===== src/rtl/rs_syndrome_serial.sv =====
// Symbol-serial Reed-Solomon syndrome calculator over GF(2^SYMBOL_WIDTH).
// Each accepted symbol (highest degree first) is Horner-accumulated into NSYM
// accumulators, one per root alpha^(FCR+j). When the N-th symbol arrives, the
// complete syndrome vector is registered into a single output beat. That beat
// is held under a valid/ready handshake.
//
// Handshake semantics (both ports): a transfer happens on a rising clock edge
// where valid and ready are both 1. A producer holding valid=1 keeps its data
// stable until that transfer. o_in_ready drops only while the final symbol of
// a codeword would overwrite an output beat that has not been consumed yet.
module rs_syndrome_serial #(
  parameter int          SYMBOL_WIDTH = 8,
  parameter int          N            = 18,
  parameter int          NSYM         = 2,
  parameter int unsigned PRIM_POLY    = 'h11D,
  parameter int          FCR          = 1
) (
  input  logic                         clk,
  input  logic                         rst_n,
  input  logic                         i_flush,
  input  logic                         i_in_valid,
  output logic                         o_in_ready,
  input  logic [SYMBOL_WIDTH-1:0]      i_in_sym,
  input  logic                         i_in_last,
  output logic                         o_out_valid,
  input  logic                         i_out_ready,
  output logic [NSYM*SYMBOL_WIDTH-1:0] o_syn,
  output logic                         o_syn_nonzero,
  output logic                         o_frame_err
);

  localparam int SW = SYMBOL_WIDTH;
  localparam int CW = (N > 1) ? $clog2(N) : 1;
  localparam logic [SW-1:0] POLY_LO   = SW'(PRIM_POLY);
  localparam logic [CW-1:0] LAST_IDX  = CW'(N - 1);

  // GF(2^m) multiply. When b is an elaboration-time constant, this reduces to
  // a pure XOR network over the bits of a.
  function automatic logic [SW-1:0] gf_mul(input logic [SW-1:0] a,
                                           input logic [SW-1:0] b);
    logic [SW-1:0] p;
    logic [SW-1:0] x;
    p = '0;
    x = a;
    for (int i = 0; i < SW; i++) begin
      if (b[i]) p = p ^ x;
      x = x[SW-1] ? ((x << 1) ^ POLY_LO) : (x << 1);
    end
    return p;
  endfunction

  // alpha^e with alpha = x (0x02), evaluated at elaboration.
  function automatic logic [SW-1:0] gf_pow_alpha(input int e);
    logic [SW-1:0] r;
    r = SW'(1);
    for (int i = 0; i < e; i++) r = gf_mul(r, SW'(2));
    return r;
  endfunction

  logic [CW-1:0]      r_count;
  logic [NSYM*SW-1:0] r_acc;
  logic               r_err_sticky;
  logic [NSYM*SW-1:0] r_syn;
  logic               r_syn_nonzero;
  logic               r_frame_err;
  logic               r_out_valid;

  logic [NSYM*SW-1:0] w_acc_next;
  logic               w_last;
  logic               w_beat;
  logic               w_final;

  // One Horner step per root: acc_j * alpha^(FCR+j) + symbol.
  for (genvar j = 0; j < NSYM; j++) begin : g_root
    localparam logic [SW-1:0] ROOT = gf_pow_alpha(FCR + j);
    assign w_acc_next[j*SW +: SW] = gf_mul(r_acc[j*SW +: SW], ROOT) ^ i_in_sym;
  end

  assign w_last     = (r_count == LAST_IDX);
  assign o_in_ready = ~(w_last & r_out_valid & ~i_out_ready);
  assign w_beat     = i_in_valid & o_in_ready;
  // A flush in the same cycle drops the symbol, so it can never complete a codeword.
  assign w_final    = w_beat & w_last & ~i_flush;

  // Accumulators, symbol counter and early-in_last tracker for the codeword in flight.
  always_ff @(posedge clk or negedge rst_n) begin
    if (!rst_n) begin
      r_count      <= '0;
      r_acc        <= '0;
      r_err_sticky <= 1'b0;
    end else if (i_flush) begin
      r_count      <= '0;
      r_acc        <= '0;
      r_err_sticky <= 1'b0;
    end else if (w_beat) begin
      if (w_last) begin
        r_count      <= '0;
        r_acc        <= '0;
        r_err_sticky <= 1'b0;
      end else begin
        r_count <= r_count + CW'(1);
        r_acc   <= w_acc_next;
        if (i_in_last) r_err_sticky <= 1'b1;
      end
    end
  end

  // Output beat: load on the final symbol, hold until consumed, reload in place if both coincide.
  always_ff @(posedge clk or negedge rst_n) begin
    if (!rst_n) begin
      r_syn         <= '0;
      r_syn_nonzero <= 1'b0;
      r_frame_err   <= 1'b0;
      r_out_valid   <= 1'b0;
    end else if (w_final) begin
      r_syn         <= w_acc_next;
      r_syn_nonzero <= |w_acc_next;
      r_frame_err   <= r_err_sticky | ~i_in_last;
      r_out_valid   <= 1'b1;
    end else if (r_out_valid & i_out_ready) begin
      r_out_valid   <= 1'b0;
    end
  end

  assign o_syn         = r_syn;
  assign o_syn_nonzero = r_syn_nonzero;
  assign o_frame_err   = r_frame_err;
  assign o_out_valid   = r_out_valid;

endmodule

===== config.mk =====
export PLATFORM = sky130hd
export DESIGN_NAME = rs_syndrome_serial
export DESIGN_NICKNAME = d
export VERILOG_FILES = /design/src/rtl/rs_syndrome_serial.sv
export SDC_FILE = /design/constraint.sdc
export NUM_CORES = 1
export LEC_CHECK = 0
export BUFFER_PORTS_ARGS = -buffer_cell sky130_fd_sc_hd__buf_2
export CORE_MARGIN = 3
export CORE_UTILIZATION = 36
export DETAILED_ROUTE_END_ITERATION = 12
export HOLD_SLACK_MARGIN = 0.05
export MAX_ROUTING_LAYER = met4
export PLACE_DENSITY = 0.61
export SLEW_MARGIN = 20
export SYNTH_ARGS = -nofsm -noshare
export SYNTH_HDL_FRONTEND = slang
export SYNTH_SLANG_ARGS = --single-unit

===== constraint.sdc =====
create_clock -name clk -period 2.1 [get_ports clk]
set_input_delay 0.42 -clock clk [delete_from_list [all_inputs] [get_ports clk]]
set_output_delay 0.42 -clock clk [all_outputs]
set_load 0.01 [all_outputs]

* Word level (Yosys, flattened, before mapping)
Index checks and enable logic that the tools add are counted.
Word-level totals: flip-flop bits (word level) 41, bits of input ports 14, output and inout bits 20, word-level logic and storage cells 45
Cells by class: $add $sub $neg 1, eq/ne operators 1, multiplexer cells 15, bitwise gates (word level) 16, reduce and logical (&&, ||, !) cells 5
Operators by type and width (number):
- $mux 16 | 3
- $mux 5 | 6
- $reduce_or 16->1 | 1
- $xor 8x8->8 | 2
- $not 4->4 | 3
- $and 1x1->1 | 6
- $mux 1 | 6
- $add 5x1->5 const B | 1
- $eq 5x5->1 const B | 1
- $not 1->1 | 4
- $reduce_bool 2->1 | 2
- $reduce_bool 3->1 | 1
- $reduce_and 2->1 | 1
- $or 1x1->1 | 1

* Depth between registers and ports, before layout
Gate-level depths: netlist of run 1.
depth after elaboration 8, depth in mapped cells 8, depth with buffers taken out 6

* Worst setup path after synthesis of run 1
No wires, ideal clock.
kind reg-to-reg, from register r_count[1], to register r_syn[14] (netlist: o_syn[14]), library setup time 125 ps, arrival time 1546 ps, required time 1975 ps, setup slack 429 ps, stages on the path, launching flop included 8, path buffers 2, clock period less this slack 1671 ps, path through dfrtp_1 -> inv_1 -> ha_1 -> nor4bb_1 -> buf_4 -> nand4b_4 -> buf_2 -> mux2_4
Between the ends: longest elaborated chain between the ends 7
RTL lines:
- from (decl) | line 60 | logic [CW-1:0] r_count;
- from (signal assigned) | line 101 | r_count <= r_count + CW'(1);
- $eq 5x5->1 * | line 79 | assign w_last = (r_count == LAST_IDX);
- $and 1x1->1 (2 in series) | line 80 | assign o_in_ready = ~(w_last & r_out_valid & ~i_out_ready);
- $not 1->1 | line 80
- $and 1x1->1 | line 81 | assign w_beat = i_in_valid & o_in_ready;
- $and 1x1->1 * (2 in series) | line 83 | assign w_final = w_beat & w_last & ~i_flush;
- to (signal assigned) | line 116 | r_syn <= w_acc_next;
- to (decl) | line 63 | logic [NSYM*SW-1:0] r_syn;
Mark *: on every way between the ends. The rest lies on a longest branch, timed or not. A chain may end at the register's enable or synchronous reset.

* Final worst setup path of run 1
from register r_count[1], to output port o_in_ready
Between the ends: longest elaborated chain between the ends 4
RTL lines:
- $eq 5x5->1 | line 79
- $and 1x1->1 (2 in series) | line 80
- $not 1->1 | line 80
- to (decl) | line 22 | output logic o_in_ready,
No other way between the ends.

==> results of run 1 <==
## worst max-delay path by stage
stage / end / depth (start not counted)
2_1_floorplan: o_syn[14] / 7
3_3_place_gp: r_acc[3] / 8
3_5_place_dp: r_acc[3] / 8
4_1_cts: o_in_ready / 5
5_1_grt: o_in_ready / 5
6_report: o_in_ready / 5
## state kept, by name (all words and copies together) (netlist names)
| signal | count |
|---|---|
| o_frame_err | 1 |
| o_out_valid | 1 |
| o_syn | 16 |
| o_syn_nonzero | 1 |
| r_err_sticky | 1 |
| r_acc | 16 |
| r_count | 5 |
## Yosys cell counts (4+ instances only)
cell type and count:
nand3_1 4, inv_1 7, clkbuf_1 5, nor2_1 6, xnor2_1 16, nand2_1 19
o21ai_0 15, dfrtp_1 41, nor4_1 11, a21o_1 12, buf_2 5, nor3_1 6
xor2_1 8
## stage by stage
step	hold WS [ns]	total power (µW)	instances	instance area [µm²]
final	0.176	1930	303	2460
after detailed placement	0.468	1200	295	2320
after global placement	0.459	1190	295	2320
after CTS	0.201	1950	303	2450
after global routing	0.231	2020	303	2460
after floorplan	0.124	1080	194	2040
## kinds of logic after synthesis
| group | count (synthesis) |
|---|---|
| buf+inv | 19 |
| fa+ha+maj | 2 |
| simple gates | 58 |
| flops | 41 |
| mux | 7 |
| compound gates | 43 |
| xor+xnor | 24 |
## cell usage in the layout, fill, tap and decap left out, drive strengths merged, types with 2 or more instances in the layout
master	synthesis	layout
a2bb2oi	3	3
o2bb2ai	2	2
dfrtp	41	41
inv	7	7
and3	3	3
mux2i	2	2
o21ai	15	15
buf	7	43
mux2	5	5
ha	2	2
nand2	19	19
nor2	7	7
nor3	6	6
xnor2	16	16
nor4	11	11
o22ai	2	2
xor2	8	8
bufinv	0	2
a21oi	4	4
clkbuf	5	5
a22o	3	3
a21o	12	12
nor4bb	2	2
nand3	4	4
or3	2	2
## worst reg2reg max path, stage by stage (launching register included)
cell	delay, ns
dfrtp_1	0.42
ha_1	0.21
nor4bb_4	0.17
buf_4	0.16
a21oi_2	0.25
nor2_4	0.05
buf_4	0.19
mux2_2	0.27
## timing repair
| item | in CTS | in global routing |
|---|---|---|
| endpoints found under the setup margin | 0 | 2 |
| resized for setup | 0 | 1 |
| hold endpoints to repair | 0 | 0 |
## metal layers
layer	global-route usage [%]	share of wire, %	vias up
li1	-	-	759
met1	21.9	50	703
met2	21.5	44	36
met3	3.10	4.3	4
met4	5.07	1.5	0
met5	-	0	-
## cell type report
type                       instances  area (µm²)
clock buffer                       5        68.8
inverter                           7        26.3
tap                               70        87.6
clock inverter                     3        65.1
fill                             505        2840
timing repair buffer              43         240
multi-input combinational        134         947
sequential                        41        1030
## power by group through the flow
stage | clock network, µW | registers, µW | logic, µW
6_report | 748 | 880 | 300
5_1_grt | 801 | 888 | 335
4_1_cts | 771 | 880 | 303
2_1_floorplan | 0 | 882 | 201
3_3_place_gp | 0 | 894 | 301
3_5_place_dp | 0 | 895 | 302
==> out/qor.tcl, run 1 <==
set qor(worst_hold_path_type) {in2async}
set qor(synth_top_family_by_area) {simple AND/OR/NAND/NOR gates}
set qor(report.final.hold_viol_count) 0
set qor(fin_setup_tns_ns) 0
set qor(worst_ep_required_time_ns) 1.68
set qor(via_count) 1502
set qor(worstReg2RegStart) {r_count[0]}
set qor(dr_vias_cell) 4.96
set qor(p_sw_share_pct) 25.2
set qor(power_density_nw_per_um2) 783
set qor(postLayoutSetupSlackWorst_ns) 0.202
set qor(area_delta_synth_final_pct) 20.5
set qor(first_global_vias) 1477
set qor(antenna-diode-count) 0
set qor(route.detailed.drc) 0
set qor(drt_iter0_markers) 124
set qor(postRouteWirelength_mm) 4.39
set qor(peakVddDrop_mv) 0.287
set qor(dieArea_um2) 6620
set qor(drive_gt1_share_pct) 26.2
set qor(grt_antenna_before_repair) 0
set qor(path_delay_family) {simple AND/OR/NAND/NOR gates}
set qor(die-width_um) 81.3
set qor(timing.final.crit_share_pct) 90.4
set qor(timing.reg2reg.worst_path_depth) 7
set qor(grt_use_total_pct) 15.3
set qor(grt_start_max_net_pins) 42
set qor(yosys.area_share.simple_pct) 15.6
set qor(crit_chain) {inv_1, ha_1, nor4bb_4, nand2_1, buf_2}
set qor(h_tree_depth_reported_by_cts) 2
set qor(worst_slew_pin_slew_ns) 0.515
set qor(numClockSinks) 41
set qor(post_synth_mux_area_share_pct) 4.10
set qor(criticalPathCategory) {reg2out}
set qor(async_reset_ff_share_pct) 100
set qor(count_of_nets_left_with_antenna_violations_after_detail_routing) 0
set qor(endpoint_kind) {primary output}
set qor(syn_nets) 210
set qor(compound_gate_fraction_of_synth_area_pct) 14.5
set qor(first_pass_iters) 4
set qor(clock_tree.buffer_depth) 2
set qor(unrepaired_setup_endpoints_after_global_routing) {false}
set qor(layout.nets) 248
set qor(setup.worst_path.start) {r_count[1]}
set qor(ys_top_cells_by_area) {dfrtp_1, xnor2_1, a21o_1, o21ai_0, nand2_1}
set qor(dp.final_hpwl_mm) 3.33
set qor(buffer_ports.inserted) 33
set qor(placeableCoreArea_um2) 5300
set qor(clk-insertion-delay-late_ns) 0.29
set qor(netlist_area_um2) 2040
set qor(seq_power_share_pct) 45.7
set qor(ys_seq_elements) 41
set qor(post_synth_xor_area_fraction_pct) 10.3
set qor(ctsRootBufferMaster) {clkbuf_8}
set qor(critPathBufInv) 2
set qor(post_synth.cell_area_avg_um2) 10.5
set qor(p_leak_uw) 0.00126
set qor(numCtsBuffers) 5
set qor(pin_count) 34
set qor(netSwitchingPower_uw) 487
set qor(worstReg2RegEnd) {r_count[0]}
set qor(detailedPlace.worstSlack_ns) 0.157
set qor(synth_top_area_cell) {dfrtp_1}
set qor(gr-total-overflow) 0
set qor(synth_enable_flop_cells) 0
set qor(floorplan.initialDensity_pct) 38.5
set qor(synth.yosys.seq_area_share_pct) 50.2
set qor(number_of_standard_cell_rows_in_the_floorplan) 26
set qor(yosys.area_share.adder_pct) 1.22
set qor(critPathMaxStageDelay_ns) 0.41
set qor(post-cts-setup-buffers) 0
set qor(globalplace.congestion) 0.811
set qor(internal_power_uw) 1440
set qor(critical_path_source_type) {flip-flop}
set qor(final.min_clock_period_ns) 1.90
set qor(yosysTopAreaCellShare_pct) 50.2
set qor(finish.utilization_pct) 46.4
set qor(final.setup_skew_ns) 0.00406
set qor(setup_viol) 0
set qor(post_synth_inst_count) 194
set qor(yosysUniqueCellTypes) 34
set qor(path_clk_slew_ns) 0.08
set qor(critical-path-slowest-cell) {dfrtp_1}
set qor(run_status) {completed}
set qor(max_cap_viol_count) 0
set qor(routed_wire_length_per_instance_um) 14.5
set qor(cts_hold_repair.buffers) 0
set qor(combPwrFrac_pct) 15.5
set qor(ys_dominant_reg_cell) {dfrtp_1}
set qor(reg2reg_slack_ns) 0.26
set qor(die_height_um) 81.3
set qor(yosysWarningCount) 0
set qor(timing.max_slew.rel_slack_pct) 65.6
set qor(power_frac_clock_pct) 38.8
set qor(worst-path-max-fanout) 4
set qor(max_freq_ghz) 0.527
set qor(critPathArrivalTime_ns) 1.48
set qor(global_route_wire_length_before_repair_mm) 7.40
set qor(slew_viol_final) 0
set qor(tritoncts) {done}
Power figures use the tool's default switching activity.
==> inputs of run 2 (changes only) <==
CELL_PAD_IN_SITES_DETAIL_PLACEMENT = 1   (was default)
CELL_PAD_IN_SITES_GLOBAL_PLACEMENT = 1   (was default)
PLACE_DENSITY = 0.73   (was 0.61)
==> run 2 against run 1 <==
Total power shrank 13%. Maximum frequency shrank 0.99%. Worst hold slack gained 0.014 ns. Register-to-register slack lost 0.06 ns. Sequential share of layout area grew 0.71 points. Worst setup slack lost 0.019 ns. Clock power shrank 34%. Non-clock buffer count is the same. Critical path type unchanged. First-iteration DRC count shrank 27%. Flip-flop and latch count is the same. Routed wire length grew 8.9%. Core utilization shrank 0.78 points.
==> out/qor.tcl, run 2 (synthesized netlist as in run 1, its figures left out) <==
set qor(placeableCoreArea_um2) 5300 ;# unchanged
set qor(ctsRootBufferMaster) {clkbuf_8} ;# unchanged
set qor(first_pass_iters) 4 ;# unchanged
set qor(buffer_ports.inserted) 33 ;# unchanged
set qor(tritoncts) {done} ;# unchanged
set qor(critical-path-slowest-cell) {dfrtp_1} ;# unchanged
set qor(worst_hold_path_type) {in2async} ;# unchanged
set qor(seq_power_share_pct) 53.0 ;# was 45.7%
set qor(die-width_um) 81.3 ;# unchanged
set qor(finalPower_uw) 1670 ;# was 1930 µW
set qor(final.min_clock_period_ns) 1.92 ;# was 1.90 ns
set qor(numClockSinks) 41 ;# unchanged
set qor(globalplace.congestion) 0.837 ;# was 0.811
set qor(clock_tree.buffer_depth) 2 ;# unchanged
set qor(number_of_standard_cell_rows_in_the_floorplan) 26 ;# unchanged
set qor(combPwrFrac_pct) 17.6 ;# was 15.5%
set qor(layout.nets) 248 ;# unchanged
set qor(antenna-diode-count) 0 ;# unchanged
set qor(final_cell_mix) {dfrtp_1, buf_2, nand2_1, xnor2_1, o21ai_0} ;# unchanged
set qor(critical_path_source_type) {flip-flop} ;# unchanged
set qor(p_sw_share_pct) 27.9 ;# was 25.2%
set qor(area_delta_synth_final_pct) 18.4 ;# was 20.5%
set qor(global_route_wire_length_before_repair_mm) 8.25 ;# was 7.40 mm
set qor(power_density_nw_per_um2) 691 ;# was 783 nW/µm²
set qor(via_count) 1566 ;# was 1502
set qor(timing.final.crit_share_pct) 91.3 ;# was 90.4%
set qor(first_global_vias) 1625 ;# was 1477
set qor(report.final.hold_viol_count) 0 ;# unchanged
set qor(p_leak_uw) 0.00124 ;# was 0.00126 µW
set qor(endpoint_kind) {primary output} ;# unchanged
set qor(h_tree_depth_reported_by_cts) 2 ;# unchanged
set qor(critPathMaxStageDelay_ns) 0.41 ;# about the same
set qor(cts_hold_repair.buffers) 0 ;# unchanged
set qor(dieArea_um2) 6620 ;# unchanged
set qor(max_cap_viol_count) 0 ;# unchanged
set qor(finalNonFillerCells) 303 ;# unchanged
set qor(drive_gt1_share_pct) 24.9 ;# was 26.2%
set qor(dp.final_hpwl_mm) 3.58 ;# was 3.33 mm
set qor(numCtsBuffers) 5 ;# unchanged
set qor(peakVddDrop_mv) 0.225 ;# was 0.287 mV
set qor(crit_chain) {inv_1, ha_1, nor4bb_4, buf_4, nand2_1, buf_2} ;# was inv_1, ha_1, nor4bb_4, nand2_1, buf_2
set qor(fin_setup_tns_ns) 0 ;# unchanged
set qor(gr-total-overflow) 0 ;# unchanged
set qor(drt_iter0_markers) 91 ;# was 124
set qor(grt_start_max_net_pins) 42 ;# unchanged
set qor(dr_vias_cell) 5.17 ;# was 4.96
set qor(critPathArrivalTime_ns) 1.50 ;# was 1.48 ns
set qor(criticalPathCategory) {reg2out} ;# unchanged
set qor(max_freq_ghz) 0.522 ;# was 0.527 GHz
set qor(postRouteWirelength_mm) 4.78 ;# was 4.39 mm
set qor(die_height_um) 81.3 ;# unchanged
set qor(path_clk_slew_ns) 0.07 ;# was 0.08 ns
set qor(grt_use_total_pct) 16.8 ;# was 15.3%
set qor(route.detailed.drc) 0 ;# unchanged
set qor(most_common_cell_after_layout_fill_and_taps_aside) {dfrtp_1} ;# unchanged
set qor(worst-path-max-fanout) 4 ;# unchanged
set qor(worst_slew_pin_slew_ns) 0.516 ;# was 0.515 ns
set qor(pin_count) 34 ;# unchanged
set qor(place.detailed.instances) 293 ;# was 295
set qor(grt_antenna_before_repair) 0 ;# unchanged
set qor(internal_power_uw) 1200 ;# was 1440 µW
set qor(routed_wire_length_per_instance_um) 15.8 ;# was 14.5 µm
set qor(setup_viol) 0 ;# unchanged
set qor(final.setup_skew_ns) 0.00376 ;# was 0.00406 ns
set qor(clk-insertion-delay-late_ns) 0.29 ;# about the same
set qor(count_of_nets_left_with_antenna_violations_after_detail_routing) 0 ;# unchanged
set qor(run_status) {completed} ;# unchanged
set qor(slew_viol_final) 0 ;# unchanged
set qor(unrepaired_setup_endpoints_after_global_routing) {false} ;# unchanged
set qor(netSwitchingPower_uw) 467 ;# was 487 µW
set qor(power_frac_clock_pct) 29.4 ;# was 38.8%
set qor(floorplan.initialDensity_pct) 38.5 ;# unchanged
set qor(timing.max_slew.rel_slack_pct) 65.6 ;# about the same
set qor(worst_ep_required_time_ns) 1.68 ;# about the same
-- run 2: stage by stage --
stage | util, % | setup slack [ns] | hold slack [ns] | area (µm²)
2_1_floorplan | - | 0.429 | 0.124 | 2040
3_3_place_gp | 43.7 | 0.269 | 0.457 | 2320
3_5_place_dp | 43.7 | 0.171 | 0.463 | 2320
4_1_cts | 45.5 | 0.0791 | 0.211 | 2410
5_1_grt | 45.6 | 0.0406 | 0.235 | 2420
6_report | 45.6 | 0.183 | 0.190 | 2420
-- run 2: layout make-up --
| class | count | area, µm² |
|---|---|---|
| Tap cell | 70 | 87.6 |
| Timing Repair Buffer | 43 | 253 |
| Sequential cell | 41 | 1030 |
| Multi-Input combinational cell | 134 | 947 |
| Fill cell | 603 | 2880 |
| Clock buffer | 8 | 80.1 |
| Inverter | 7 | 26.3 |
-- run 2: path summary, 6_finish.rpt --
| path | slack, ns | cells after the start | endpoint | start |
|---|---|---|---|---|
| worst max-delay path | 0.18 | 6 | o_in_ready | r_count[1] |
| worst min-delay path | 0.19 | 2 | r_acc[10] | rst_n |
| worst max register to register | 0.20 | 8 | r_count[0] | r_count[0] |
| worst min register to register | 0.47 | 1 | o_frame_err | o_frame_err |
| max in group asynchronous | 1.56 | 2 | o_syn[1] | rst_n |
| min in group clk | 0.41 | 3 | r_err_sticky | i_in_last |
-- run 2: critical path: cells and delay by family, from the launching register on --
kind                       cells  cell delay (ns)
adders and majority gates      1             0.13
and+or+nand+nor                2             0.30
DFF                            1             0.41
buffers and inverters          3             0.38
-- run 2: layer usage --
layer / track usage [%] / up-vias / part of all wire, % / wire, µm
met4: 5.57 / 0 / 1.5 / 74
met5: - / - / 0 / 0
met3: 2.44 / 7 / 3.5 / 167
met1: 23.5 / 766 / 50 / 2370
li1: - / 759 / - / -
met2: 25.1 / 34 / 45 / 2170
-- run 2: repair_timing --
item                                    in CTS  in global routing
resized for setup                            0                  1
gates cloned                                 0                  0
buffers inserted                             2                  0
endpoints found under the setup margin       1                  1
-- run 2: power by group through the flow --
stage	clock network [µW]	logic (µW)	registers, µW
4_1_cts	509	298	886
2_1_floorplan	0	201	882
3_5_place_dp	0	296	902
3_3_place_gp	0	291	898
6_report	491	294	886
5_1_grt	551	330	894
==> inputs of run 3 (changes only) <==
BUFFER_PORTS_ARGS = default   (was -buffer_cell sky130_fd_sc_hd__buf_2)
CORE_UTILIZATION = 30   (was 36)
DONT_BUFFER_PORTS = 1   (was default)
PLACE_DENSITY = 0.59   (was 0.73)
==> run 3 against run 2 <==
Maximum frequency down 2.5%. Register-to-register slack lost 0.05 ns. Core utilization is 10 points lower. Flip-flop and latch count unchanged. Sequential share of layout area is 2.5 points higher. Worst setup slack got worse by 0.049 ns. Largest cell class unchanged. Highest routed layer unchanged.
==> out/qor.tcl, run 3 (synthesized netlist as in run 1, its figures left out) <==
set qor(first_global_vias) 1509 ;# was 1625
set qor(global_route_wire_length_before_repair_mm) 8.10 ;# was 8.25 mm
set qor(reg2reg_slack_ns) 0.15 ;# was 0.20 ns
set qor(dr_vias_cell) 5.13 ;# was 5.17
set qor(postRouteWirelength_mm) 4.88 ;# was 4.78 mm
set qor(power_density_nw_per_um2) 790 ;# was 691 nW/µm²
set qor(finalNonFillerCells) 275 ;# was 303
set qor(via_count) 1410 ;# was 1566
set qor(worstReg2RegEnd) {r_count[0]} ;# unchanged
set qor(setup.worst_path.start) {r_count[1]} ;# unchanged
set qor(dp.final_hpwl_mm) 3.51 ;# was 3.58 mm
set qor(grt_start_max_net_pins) 42 ;# unchanged
set qor(routed_wire_length_per_instance_um) 17.7 ;# was 15.8 µm
set qor(numCtsBuffers) 5 ;# unchanged
set qor(seqCellArea_um2) 1030 ;# unchanged
set qor(h_tree_depth_reported_by_cts) 2 ;# unchanged
set qor(max_cap_viol_count) 0 ;# unchanged
set qor(worst-path-max-fanout) 7 ;# was 4
set qor(gr-total-overflow) 0 ;# unchanged
set qor(route.detailed.drc) 0 ;# unchanged
set qor(max_freq_ghz) 0.509 ;# was 0.522 GHz
set qor(first_pass_iters) 4 ;# unchanged
set qor(postCtsResizedCells) 0 ;# unchanged
set qor(count_of_nets_left_with_antenna_violations_after_detail_routing) 0 ;# unchanged
set qor(buffer_ports.inserted) 0 ;# was 33
set qor(most_common_cell_after_layout_fill_and_taps_aside) {dfrtp_1} ;# unchanged
set qor(tritoncts) {done} ;# unchanged
set qor(worst_slew_pin_slew_ns) 0.484 ;# was 0.516 ns
set qor(final_cell_mix) {dfrtp_1, nand2_1, xnor2_1, o21ai_0, a21o_1} ;# was dfrtp_1, buf_2, nand2_1, xnor2_1, o21ai_0
set qor(fillCellCount) 730 ;# was 603
set qor(placeableCoreArea_um2) 6460 ;# was 5300 µm²
set qor(clock_tree.buffer_depth) 2 ;# unchanged
set qor(slew_viol_final) 0 ;# unchanged
set qor(place.detailed.instances) 265 ;# was 293
set qor(setup_viol) 0 ;# unchanged
set qor(finish.utilization_pct) 35.4 ;# was 45.6%
set qor(p_leak_uw) 0.00109 ;# was 0.00124 µW
set qor(cts_hold_repair.buffers) 2 ;# was 0
set qor(worst_ep_required_time_ns) 1.68 ;# about the same
set qor(drive_gt1_share_pct) 12.1 ;# was 24.9%
set qor(numClockSinks) 41 ;# unchanged
set qor(post-cts-setup-buffers) 0 ;# was 2
set qor(timing.reg2reg.worst_path_depth) 7 ;# was 8
set qor(dieArea_um2) 7840 ;# was 6620 µm²
set qor(grt_antenna_before_repair) 0 ;# unchanged
set qor(setup.worst_path.end) {o_in_ready} ;# unchanged
set qor(netSwitchingPower_uw) 462 ;# was 467 µW
set qor(peakVddDrop_mv) 0.201 ;# was 0.225 mV
set qor(p_sw_share_pct) 25.6 ;# was 27.9%
set qor(unrepaired_setup_endpoints_after_global_routing) {false} ;# unchanged
set qor(final.setup_skew_ns) 0.00664 ;# was 0.00376 ns
set qor(criticalPathCategory) {reg2out} ;# unchanged
set qor(die-width_um) 88.5 ;# was 81.3 µm
set qor(endpoint_kind) {primary output} ;# unchanged
set qor(internal_power_uw) 1340 ;# was 1200 µW
set qor(antenna-diode-count) 0 ;# unchanged
set qor(die_height_um) 88.5 ;# was 81.3 µm
set qor(timing.final.crit_share_pct) 93.6 ;# was 91.3%
set qor(seq_power_share_pct) 49.2 ;# was 53.0%
set qor(floorplan.initialDensity_pct) 31.6 ;# was 38.5%
set qor(number_of_standard_cell_rows_in_the_floorplan) 29 ;# was 26
set qor(pin_count) 34 ;# unchanged
set qor(power_frac_clock_pct) 36.5 ;# was 29.4%
set qor(path_clk_slew_ns) 0.08 ;# was 0.07 ns
set qor(layout.nets) 213 ;# was 248
set qor(timing.max_slew.rel_slack_pct) 67.6 ;# was 65.6%
set qor(critPathArrivalTime_ns) 1.55 ;# was 1.50 ns
set qor(report.final.hold_viol_count) 0 ;# unchanged
set qor(critical_path_source_type) {flip-flop} ;# unchanged
set qor(fin_setup_tns_ns) 0 ;# unchanged
set qor(worst_hold_path_type) {in2reg} ;# was in2async
set qor(clk-insertion-delay-late_ns) 0.29 ;# about the same
set qor(area_delta_synth_final_pct) 11.9 ;# was 18.4%
set qor(worstReg2RegStart) {r_count[1]} ;# was r_count[0]
set qor(final.min_clock_period_ns) 1.97 ;# was 1.92 ns
set qor(drt_iter0_markers) 64 ;# was 91
set qor(multi_input_comb_area_um2) 947 ;# unchanged
set qor(ctsRootBufferMaster) {clkbuf_8} ;# unchanged
set qor(globalplace.congestion) 0.752 ;# was 0.837
set qor(grt_use_total_pct) 14.3 ;# was 16.8%
set qor(combPwrFrac_pct) 14.3 ;# was 17.6%
set qor(run_status) {completed} ;# unchanged
-- run 3: cell count changes in the layout (fill, tap and decap cells not counted) --
cell and delta:
buf_2 -33, buf_4 -3, bufinv_16 +1, clkbuf_1 -2, clkbuf_8 +1, dlygate4sd3_1 +1
-- run 3: worst min path at each step --
stage / from / to / slack, ns / cells past startpoint
6_report: i_flush / r_count[2] / 0.19 / 1
5_1_grt: i_flush / r_count[2] / 0.15 / 1
4_1_cts: i_flush / r_count[2] / 0.17 / 1
3_5_place_dp: rst_n / o_syn[10] / 0.13 / 0
3_3_place_gp: rst_n / o_syn[10] / 0.13 / 0
2_1_floorplan: rst_n / o_frame_err / 0.12 / 0
-- run 3: final cells by class --
type,count,share of cell area [%]
clock inverters,1,1.31
well taps,77,4.21
clock buffers,7,3.77
inverters,7,1.15
repair buffers,8,3.28
flip-flops and latches,41,44.9
multi-input cells,134,41.4
-- run 3: per-layer routing --
metal | up-vias | global-route usage (%) | part of all wire, %
met3 | 6 | 4.10 | 4.9
met1 | 692 | 18.2 | 47
li1 | 684 | - | -
met2 | 28 | 21.8 | 47
met5 | - | - | 0
met4 | 0 | 4.53 | 1.5
-- run 3: power by group through the flow --
stage	registers, µW	logic, µW	clock network, µW
after floorplan	882	201	0
after global placement	903	236	0
after detailed placement	906	241	0
after CTS	890	265	681
after global routing	897	289	738
final	889	258	660
-- run 3: through the flow --
step / power [µW] / setup slack [ns] / instance area [µm²] / hold WS [ns]
CTS: 1840 / 0.129 / 2290 / 0.173
floorplan: 1080 / 0.429 / 2040 / 0.124
global placement: 1140 / 0.228 / 2140 / 0.126
detailed placement: 1150 / 0.159 / 2140 / 0.126
finish: 1810 / 0.133 / 2290 / 0.186
global route: 1920 / 0.0000266 / 2290 / 0.152
-- run 3: critical path, stage by stage (launching register included) --
cell and delay, ns:
dfrtp_1 0.42, inv_1 0.07, ha_1 0.14, nor4bb_4 0.30, buf_4 0.22, nand2_1 0.11
